==> config.mk <==
export PLATFORM = sky130hd
export DESIGN_NAME = swd_edge_sync
export DESIGN_NICKNAME = d
export VERILOG_FILES = /design/src/rtl/swd_edge_sync.sv
export SDC_FILE = /design/constraint.sdc
export NUM_CORES = 1
export LEC_CHECK = 0
export CAP_MARGIN = 0
export CORE_AREA = 2 2 39 41
export CTS_BUF_LIST = sky130_fd_sc_hd__clkbuf_8
export CTS_CLUSTER_DIAMETER = 80
export CTS_CLUSTER_SIZE = 28
export DETAILED_ROUTE_END_ITERATION = 10
export DIE_AREA = 0 0 41 43
export SLEW_MARGIN = 20
export SYNTH_ARGS = -nofsm -noshare
export SYNTH_HDL_FRONTEND = slang
export SYNTH_SLANG_ARGS = --single-unit
==> constraint.sdc <==
create_clock -name clk -period 1.1 [get_ports clk]
set_clock_uncertainty 0.15 [all_clocks]
set_input_delay 0.275 -clock clk [delete_from_list [all_inputs] [get_ports clk]]
set_output_delay 0.275 -clock clk [all_outputs]
set_load 0.1 [all_outputs]
==> src/rtl/swd_edge_sync.sv <==
// Two-flop synchronizer for the host SWCLK followed by registered
// single-cycle rise/fall pulses in the clk domain.
module swd_edge_sync (
  input  logic clk,
  input  logic reset,
  input  logic async_i,
  output logic rise_o,
  output logic fall_o
);

  logic meta_q;
  logic sync_q;
  logic prev_q;
  logic rise_q;
  logic fall_q;
  logic rise_d;
  logic fall_d;

  // Edge decode between the synchronized level and its one-clk-old copy.
  always_comb begin
    rise_d = sync_q & ~prev_q;
    fall_d = ~sync_q & prev_q;
  end

  // Synchronizer chain and pulse registers.
  always_ff @(posedge clk or posedge reset) begin
    if (reset) begin
      meta_q <= 1'b0;
      sync_q <= 1'b0;
      prev_q <= 1'b0;
      rise_q <= 1'b0;
      fall_q <= 1'b0;
    end else begin
      meta_q <= async_i;
      sync_q <= meta_q;
      prev_q <= sync_q;
      rise_q <= rise_d;
      fall_q <= fall_d;
    end
  end

  assign rise_o = rise_q;
  assign fall_o = fall_q;

endmodule

### Yosys cells after proc, flatten, opt, wreduce, memory -nomap -nowiden

Cells that the tools add are included.

* $add $sub $neg: 0
* $mul: 0
* div/mod/pow operators: 0
* $lt $le $gt $ge: 0
* equality and inequality tests: 0
* shift operators: 0
* muxes and demuxes: 0
* bitwise logic cells: 4
* reductions and logical operators: 0

Operators by type and width (count)
* $and 1x1->1: 2
* $not 1->1: 2

* bits in registers: 5
* bits in latches: 0
* bits in writable memories: 0
* bits in read-only memories: 0
* input bits: 3
* output and inout bits: 2
* memories kept: 0

### Longest topological paths before layout

Gate-level depths: netlist of the first run.

* word-level depth: 2
* depth in mapped cells: 1
* gate-level depth less buffers: 1

### Least setup slack after synthesis of the first run

No wires, ideal clock.

* path kind: register to output
* start: reg fall_q, in the netlist fall_o
* end: out fall_o
* arrival: 0.883 ns
* path slack: -0.208 ns
* cell stages (with the launch flop): 1
* cells stage by stage: dfrtp_1

RTL lines
* start, declared: RTL line 15 `logic fall_q;`
* start signal, assigned: RTL line 38 `fall_q <= fall_d;`
* end, declared: RTL line 8 `output logic fall_o`

No word-level cell between the ends.

### Worst setup path in the final report of the first run

* start: reg rise_q, in the netlist rise_o
* end: out rise_o

RTL lines
* start, declared: RTL line 14 `logic rise_q;`
* start signal, assigned: RTL line 37 `rise_q <= rise_d;`
* end, declared: RTL line 7 `output logic rise_o,`

No word-level cell between the ends.

==> flow_results.org, run 1 <==
** Worst setup path
- Buf+Inv Stages, Crit Path :: 1
- The worst setup path is captured at an output port.
- Arr. time, crit path :: 0.79 ns
- CP top delay family :: flip-flops
- Counting cells, the worst reg-to-reg path comes to 1.
- The worst register-to-register path ends at fall_o.
- Critical Path Fanout Max :: 1
- Launching point of the worst reg2reg path :: prev_q
- At the worst endpoint, the required time is 0.67 ns.
- For this design, the slowest cell found on the critical path is dfrtp_2.
- Series of cell instances along the critical path :: buf_12
- Category of the critical setup timing path :: reg2out
- For this run, the slowest stage of the critical path takes 0.40 ns.
- Worst R2R Setup Slack :: 0.27 ns
- STA classifies the critical path startpoint as a flip-flop.

** Placed design
- Count of input and output buffers :: 4
- At the end of routability-driven placement, the weighted congestion stood at 0.5085.
- Standard cell area after detailed placement :: 226.5 sq um
- After detailed placement, the design holds a cell count of 28.

** Synth
- Compound-Gate Fraction of Synth Area :: 0%
- Counting flops and latches in the post-synthesis netlist gives 5.
- Adder and majority gate portion of the synthesized area :: 0%
- In this run the cell area of the synthesized design comes to 143.9 sq um.
- Yosys printed 0 warnings.
- Number of standard cells after synthesis :: 8
- By area, the combinational part of the netlist is dominated by simple AND/OR/NAND/NOR gates.
- A synthesized cell averages 17.99 sq um.
- After Yosys synthesis, and, or, nand and nor cells account for 10.43% of the synthesized area.
- Synthesized-area fraction occupied by xor and xnor cells :: 0%
- The number of nets handed over by synthesis was 11.
- Library cells used by synthesis :: 4
- Sequential cells were found to cover 86.96% of the synthesized design area.
- Mux cell area share after synthesis :: 0%

** STA
- Achievable frequency :: 821.8 MHz
- The max-slew violation count was 0.
- Final setup fails :: 2
- Final cycle utilization of the critical path :: 110.6%
- Final number of hold-violating endpoints :: 0
- Tmin final :: 1.217 ns
- Headroom to the max-slew limit came out at 87.95%.
- Worst Hold Slack :: 0.1069 ns
- Setup repair after global routing missed its margin :: true
- Worst-case setup margin in the final layout :: -0.1168 ns
- Summed over all failing endpoints, the final setup total negative slack is -0.2309 ns.
- For the pin with the worst max-slew slack, the measured transition is 0.1806 ns.

** Power
- The share of total power dissipated in the clock network is 55.5%.
- Power Dens Cells :: 2144 nW/um^2
- Cell internal power was estimated by the tool at 0.4573 mW.
- Switching share of power :: 21.44%
- Worst voltage drop across the vdd grid :: 0.3930 mV
- Per report_power, the sequential group accounts for 34.5% of the total.
- The analysis attributes to net switching a power of 0.1248 mW.
- Power consumption :: 0.5821 mW
- Leakage power :: 0.1228 nW
- Fraction of power consumed by combinational cells :: 10.0%

** Final layout
- 0 antenna diodes ended up in the layout.
- With fillers left out, the area of the finished cells amounts to 271.5 sq um.
- Fraction of final layout cells sized beyond drive strength 1 :: 50.00%
- Finished Layout Cells :: 32
- In the final design database the tool counted 20 nets.
- Summing all multi-input logic gate instances after layout gives 15.01 sq um.
- Fill cell total of the finished layout :: 150
- Post-synthesis to final-layout area growth :: 88.70%
- Summing all flip-flop and latch instances after layout gives 127.6 sq um.

** Routing
- Dividing the detail-routed wire length by the instance count gives 7.500 microns.
- Once detail routing completed, the nets flagged for antenna violations numbered 0.
- First drt pass iteration count :: 1
- Dividing the detail-routed via count by the number of cells gives 2.531.
- Post-Route WL :: 240 microns
- In this run, the number of DRC markers left after iteration 0 of detailed routing was 0.
- Detailed routing inserted a total of 81 vias.
- For this run, design rule violations remaining after detail routing come to 0.

** Job
- Maximum capacitance violations :: 0

** Global routing
- Busiest grt layer :: met3
- Summed over all layers, the global routing overflow is 0.
- Global routing used 3.257% of the available met1 tracks.
- For this run, the total global-route usage over all layers was measured as 4.637%.
- For this run, global-route usage on met3 was measured as 6.283%.
- The first global-routing pass estimated 407 microns of wire.
- GRT met2 Usage :: 4.688%
- Entering global routing, the biggest net connects 6 pins.
- The via count of the first global-routing pass was 102.
- Initial antenna violation count :: 0

** Clock tree
- In this run the number of H-tree levels came out at 1.
- CTS Root Cell :: clkbuf_8
- The later pin in the worst-skew pair is clocked with a latency of 0.22 ns.
- After clock tree synthesis, the clock-pin slew on the worst setup and hold paths is 0.03 ns.
- CTS saw 5 sinks.
- TritonCTS built the clock tree.
- Total clock buffers created by CTS :: 3
- Quantity of gates resized following cts :: 0
- No sink is reached through more buffers than the 2 on the longest clock path.

** Hold path
- Class of the most critical hold timing path :: in2async

** Floorplanning
- In this run the vertical extent of the chip is 43 microns.
- In this run the standard cell core region covers 1384 sq um.
- Starting utilization of the core area :: 10.40%
- Horizontal die dimension :: 41 microns
- Top Ports :: 5
- The floorplan has 14 rows.
- Overall die area :: 1763 sq um

** Run status
- The flow ran to the end, but the final reports show violations.
- Failing checks :: negative setup slack
-- placed cells by master (no fill, tap or decap), drive strengths merged --
| cell type | netlist | routed |
|---|---|---|
| clkbuf | 0 | 3 |
| clkdlybuf4s50 | 0 | 2 |
| inv | 1 | 2 |
| and2b | 1 | 1 |
| nor2b | 1 | 1 |
| dfrtp | 5 | 5 |
| buf | 0 | 2 |
-- cell type report --
cell class | instances | area share (%)
Timing Repair Buffer | 4 | 22.12
Inverter | 1 | 1.382
Clock buffer | 3 | 15.21
Tap cell | 16 | 7.373
Sequential cell | 5 | 47.00
Multi-Input combinational cell | 2 | 5.530
Clock inverter | 1 | 1.382
-- stage by stage --
| step | util, % | setup WS, ns |
|---|---|---|
| after floorplan | - | 0.02935 |
| after global placement | 16.37 | 0.1157 |
| after detailed placement | 16.37 | 0.1081 |
| after CTS | 19.62 | -0.1292 |
| after global routing | 19.62 | -0.1371 |
| final | 19.62 | -0.1168 |
-- worst max path at each step --
stage,startpoint,end,slack (ns),depth (start not counted)
final,rise_o,rise_o,-0.12,1
after global routing,rise_o,rise_o,-0.14,1
after CTS,rise_o,rise_o,-0.13,1
after detailed placement,rise_o,rise_o,0.11,1
after floorplan,fall_o,fall_o,0.03,0
after global placement,fall_o,fall_o,0.12,1
-- flip-flops by register name, indices dropped and copies added (netlist names) --
name    cells
meta_q      1
sync_q      1
prev_q      1
fall_o      1
rise_o      1
-- layer usage --
metal / vias up / share of wire, %
li1: 38 / -
met1: 38 / 39
met2: 5 / 47
met3: 0 / 14
met4: 0 / 0
met5: - / 0
-- cells by family (layout without fill, tap and decap cells) --
| logic type | Yosys count | in the layout |
|---|---|---|
| flops | 5 | 5 |
| simple gates | 2 | 2 |
| buf+inv | 1 | 9 |
-- timing repair --
item                                    4_1_cts  5_1_grt
hold buffers                                  0        0
buffers inserted                              0        0
cloned                                        0        0
endpoints found under the setup margin        2        2
-- cells in the mapped netlist, drive strengths merged --
library cell	n	area, sq um
and2b	1	8.760
dfrtp	5	125.1
inv	1	3.750
nor2b	1	6.260
-- power by group through the flow --
stage	registers (mW)	clock network [mW]	logic (mW)
finish	0.201	0.323	0.0581
detailed placement	0.203	0	0.0587
global route	0.202	0.354	0.0607
CTS	0.201	0.336	0.0589
global placement	0.202	0	0.0578
floorplan	0.228	0	0.00607
(Power assumes the default switching activity.)
==> inputs of run 2 (changes only) <==
--- a/config.mk
+++ b/config.mk
@@ -6,12 +6,15 @@
 export NUM_CORES = 1
 export LEC_CHECK = 0
 export CAP_MARGIN = 0
+export CELL_PAD_IN_SITES_DETAIL_PLACEMENT = 0
+export CELL_PAD_IN_SITES_GLOBAL_PLACEMENT = 1
 export CORE_AREA = 2 2 39 41
 export CTS_BUF_LIST = sky130_fd_sc_hd__clkbuf_8
 export CTS_CLUSTER_DIAMETER = 80
 export CTS_CLUSTER_SIZE = 28
 export DETAILED_ROUTE_END_ITERATION = 10
 export DIE_AREA = 0 0 41 43
+export PLACE_DENSITY_LB_ADDON = 0.1
 export SLEW_MARGIN = 20
 export SYNTH_ARGS = -nofsm -noshare
 export SYNTH_HDL_FRONTEND = slang
==> flow_results.org, run 2 (synthesis gave the netlist of run 1 again) <==
** Run status
- Outcome: complete, but fails checks (unchanged).
- Failing checks: negative setup slack (unchanged).

** Placed design
- The post-detailed-placement cell area is 226.5 sq um (unchanged).
- Count of input and output buffers :: 4 (unchanged)
- Worst Setup Slack post-DPL :: 0.1116 ns (was 0.1081 ns)
- Placer congestion estimate :: 0.6153 (was 0.5085)

** Routing
- The via-per-instance ratio came to 2.844 (was 2.531).
- First drt pass iteration count :: 3 (was 1)
- Post-Route WL :: 234 microns (was 240 microns)
- # DRC :: 0 (unchanged)
- Routed wirelength normalized by instance count :: 7.313 microns (was 7.500 microns)
- Post-route antenna net violation count :: 0 (unchanged)
- Iteration-0 DRC count of the detailed router :: 2 (was 0)
- Routed via count :: 91 (was 81)

** Worst setup path
- The startpoint of the worst register-to-register path is prev_q (unchanged).
- Buf+Inv Stages, Crit Path :: 1 (unchanged)
- The critical path class is reg2out (unchanged).
- The endpoint kind of the worst setup timing path is an output port (unchanged).
- The delay of the slowest cell on the worst path is 0.40 ns (about the same).
- Capturing point of the worst reg2reg path :: fall_o (unchanged)
- The worst path arrival time is 0.80 ns (was 0.79 ns).
- The slowest cell on the critical path is dfrtp_2 (unchanged).
- CP Launch Type :: flip-flop (unchanged)
- Series of cell instances along the critical path: buf_12 (unchanged).
- The register-to-register path setup slack came to 0.28 ns (was 0.27 ns).
- Worst reg-to-reg path cell count :: 1 (unchanged)
- Worst Path Required :: 0.67 ns (about the same)
- The top fanout value on the critical path came to 1 (unchanged).
- CP top delay family :: flip-flops (unchanged)

** STA
- Final number of hold-violating endpoints :: 0 (unchanged)
- The minimum clock period came to 1.221 ns (was 1.217 ns).
- Worst-case setup margin in the final layout :: -0.1208 ns (was -0.1168 ns)
- The transition time at the pin with the least slew margin came to 0.1989 ns (was 0.1806 ns).
- The share of the cycle needed by the critical path after routing was 111.0% (was 110.6%).
- The number of setup violations in the final report is 2 (unchanged).
- The maximum clock frequency is 819.1 MHz (was 821.8 MHz).
- Setup repair after global routing missed its margin: true (unchanged).
- The max-slew violation count is 0 (unchanged).
- The worst slew margin relative to its limit is 86.73% (was 87.95%).

** Floorplanning
- The floorplan core area is 1384 sq um (unchanged).
- The floorplan die height came to 43 microns (unchanged).
- Starting utilization of the core area :: 10.40% (unchanged)
- Top Ports :: 5 (unchanged)
- The die span in x is 41 microns (unchanged).
- The die footprint was 1763 sq um (unchanged).
- # rows :: 14 (unchanged)

** Final layout
- The area occupied by registers came to 127.6 sq um (unchanged).
- The layout cell share with drive strength beyond 1 came to 50.00% (unchanged).
- The cell area after layout was 271.5 sq um (unchanged).
- The area taken by multi-input logic gates was 15.01 sq um (unchanged).
- Fill cell total of the finished layout :: 150 (unchanged)
- Antenna fix cells :: 0 (unchanged)
- The number of nets at the end of the flow was 20 (unchanged).
- The post-synthesis to final-layout area growth is 88.70% (unchanged).
- Highest-count cells in the layout ignoring fill and taps :: 3 x clkbuf_8, 3 x dfrtp_1 (unchanged)

** Clock tree
- The clock tree from TritonCTS is done (unchanged).
- The post-cts sizing count came to 0 (unchanged).
- The library cell used as clock root buffer was clkbuf_8 (unchanged).
- H-Tree Level Count :: 1 (unchanged)
- Latest clock arrival within the worst-skew pair :: 0.22 ns (about the same)
- Number of buffers on the longest clock path :: 2 (unchanged)
- Number of clock sinks :: 5 (unchanged)
- Total clock buffers created by CTS :: 3 (unchanged)
- The post-CTS clock slew at the launch and capture registers of the worst setup and hold paths came to 0.04 ns (was 0.03 ns).

** Hold path
- Class of the most critical hold timing path :: in2async (unchanged)

** Power
- Worst voltage drop across the vdd grid :: 0.7709 mV (was 0.3930 mV)
- Fraction of power consumed by combinational cells :: 9.8% (was 10.0%)
- The power density over the cells came to 2178 nW/um^2 (was 2144 nW/um^2).
- Part of the power in the clock network :: 56.3% (was 55.5%)
- Switching share of power :: 22.54% (was 21.44%)
- The power dissipated by switching net loads is 0.1333 mW (was 0.1248 mW).
- Share of power burned in registers :: 33.9% (was 34.5%)
- The reported leakage power was 0.1228 nW (unchanged).
- Power consumption :: 0.5912 mW (was 0.5821 mW)
- P_int :: 0.4580 mW (was 0.4573 mW)

** Global routing
- The initial antenna violation count is 0 (unchanged).
- Largest net degree at the start of global routing :: 6 (unchanged)
- The first-pass GRT wire length is 427 microns (was 407 microns).
- The via count of the first global-routing pass came to 113 (was 102).
- Global router's overall resource usage :: 4.844% (was 4.637%)
- Global route overflow :: 0 (unchanged)

** Job
- Maximum capacitance violations :: 0 (unchanged)
## run 2: cell counts in the layout (fill, tap and decap cells not counted)
No cell type changed its count.
## run 2: how the worst max path moves through the flow
| stage | slack (ns) | cells after the start | end | start |
|---|---|---|---|---|
| global placement | 0.11 | 1 | rise_o | rise_o |
| detailed placement | 0.11 | 1 | rise_o | rise_o |
| finish | -0.12 | 1 | rise_o | rise_o |
| floorplan | 0.03 | 0 | fall_o | fall_o |
| CTS | -0.13 | 1 | rise_o | rise_o |
| global route | -0.14 | 1 | rise_o | rise_o |
## run 2: area by class of cell
class	instances	share of cell area [%]
flip-flops and latches	5	47.00
repair buffers	4	22.12
multi-input cells	2	5.530
well taps	16	7.373
inverters	1	1.382
clock inverters	1	1.382
clock buffers	3	15.21
## run 2: power groups by stage
stage	clock network [mW]	logic [mW]	registers, mW
6_report	0.333	0.0582	0.200
2_1_floorplan	0	0.00607	0.228
4_1_cts	0.344	0.0590	0.201
5_1_grt	0.357	0.0609	0.202
3_3_place_gp	0	0.0588	0.203
3_5_place_dp	0	0.0586	0.203
## run 2: repair_timing
action | 4_1_cts | 5_1_grt
hold buffers | 0 | 0
setup endpoints to repair | 2 | 2
setup buffers | 0 | 0
## run 2: metal layers
metal	wire (microns)	track usage, %	vias to the layer above
met5	0	0	-
met4	20	6.000	0
met3	38	7.853	4
li1	-	-	38
met1	80	2.614	42
met2	94	5.000	7
## run 2: through the flow
step                instances  hold WS, ns  utilization, %  setup TNS, ns
floorplan                   8     -0.09662               -              0
global placement           28       0.1867           16.37              0
detailed placement         28       0.1920           16.37              0
CTS                        32       0.1146           19.62        -0.2542
global route               32       0.1193           19.62        -0.2786
finish                     32       0.1092           19.62        -0.2366
==> inputs of run 3 (changes only) <==
--- a/config.mk
+++ b/config.mk
@@ -5,7 +5,7 @@
 export SDC_FILE = /design/constraint.sdc
 export NUM_CORES = 1
 export LEC_CHECK = 0
-export CAP_MARGIN = 0
+export CAP_MARGIN = 20
 export CELL_PAD_IN_SITES_DETAIL_PLACEMENT = 0
 export CELL_PAD_IN_SITES_GLOBAL_PLACEMENT = 1
 export CORE_AREA = 2 2 39 41
==> results of run 3 <==
No change in the layout: final DEF, timing and power equal those of run 2.
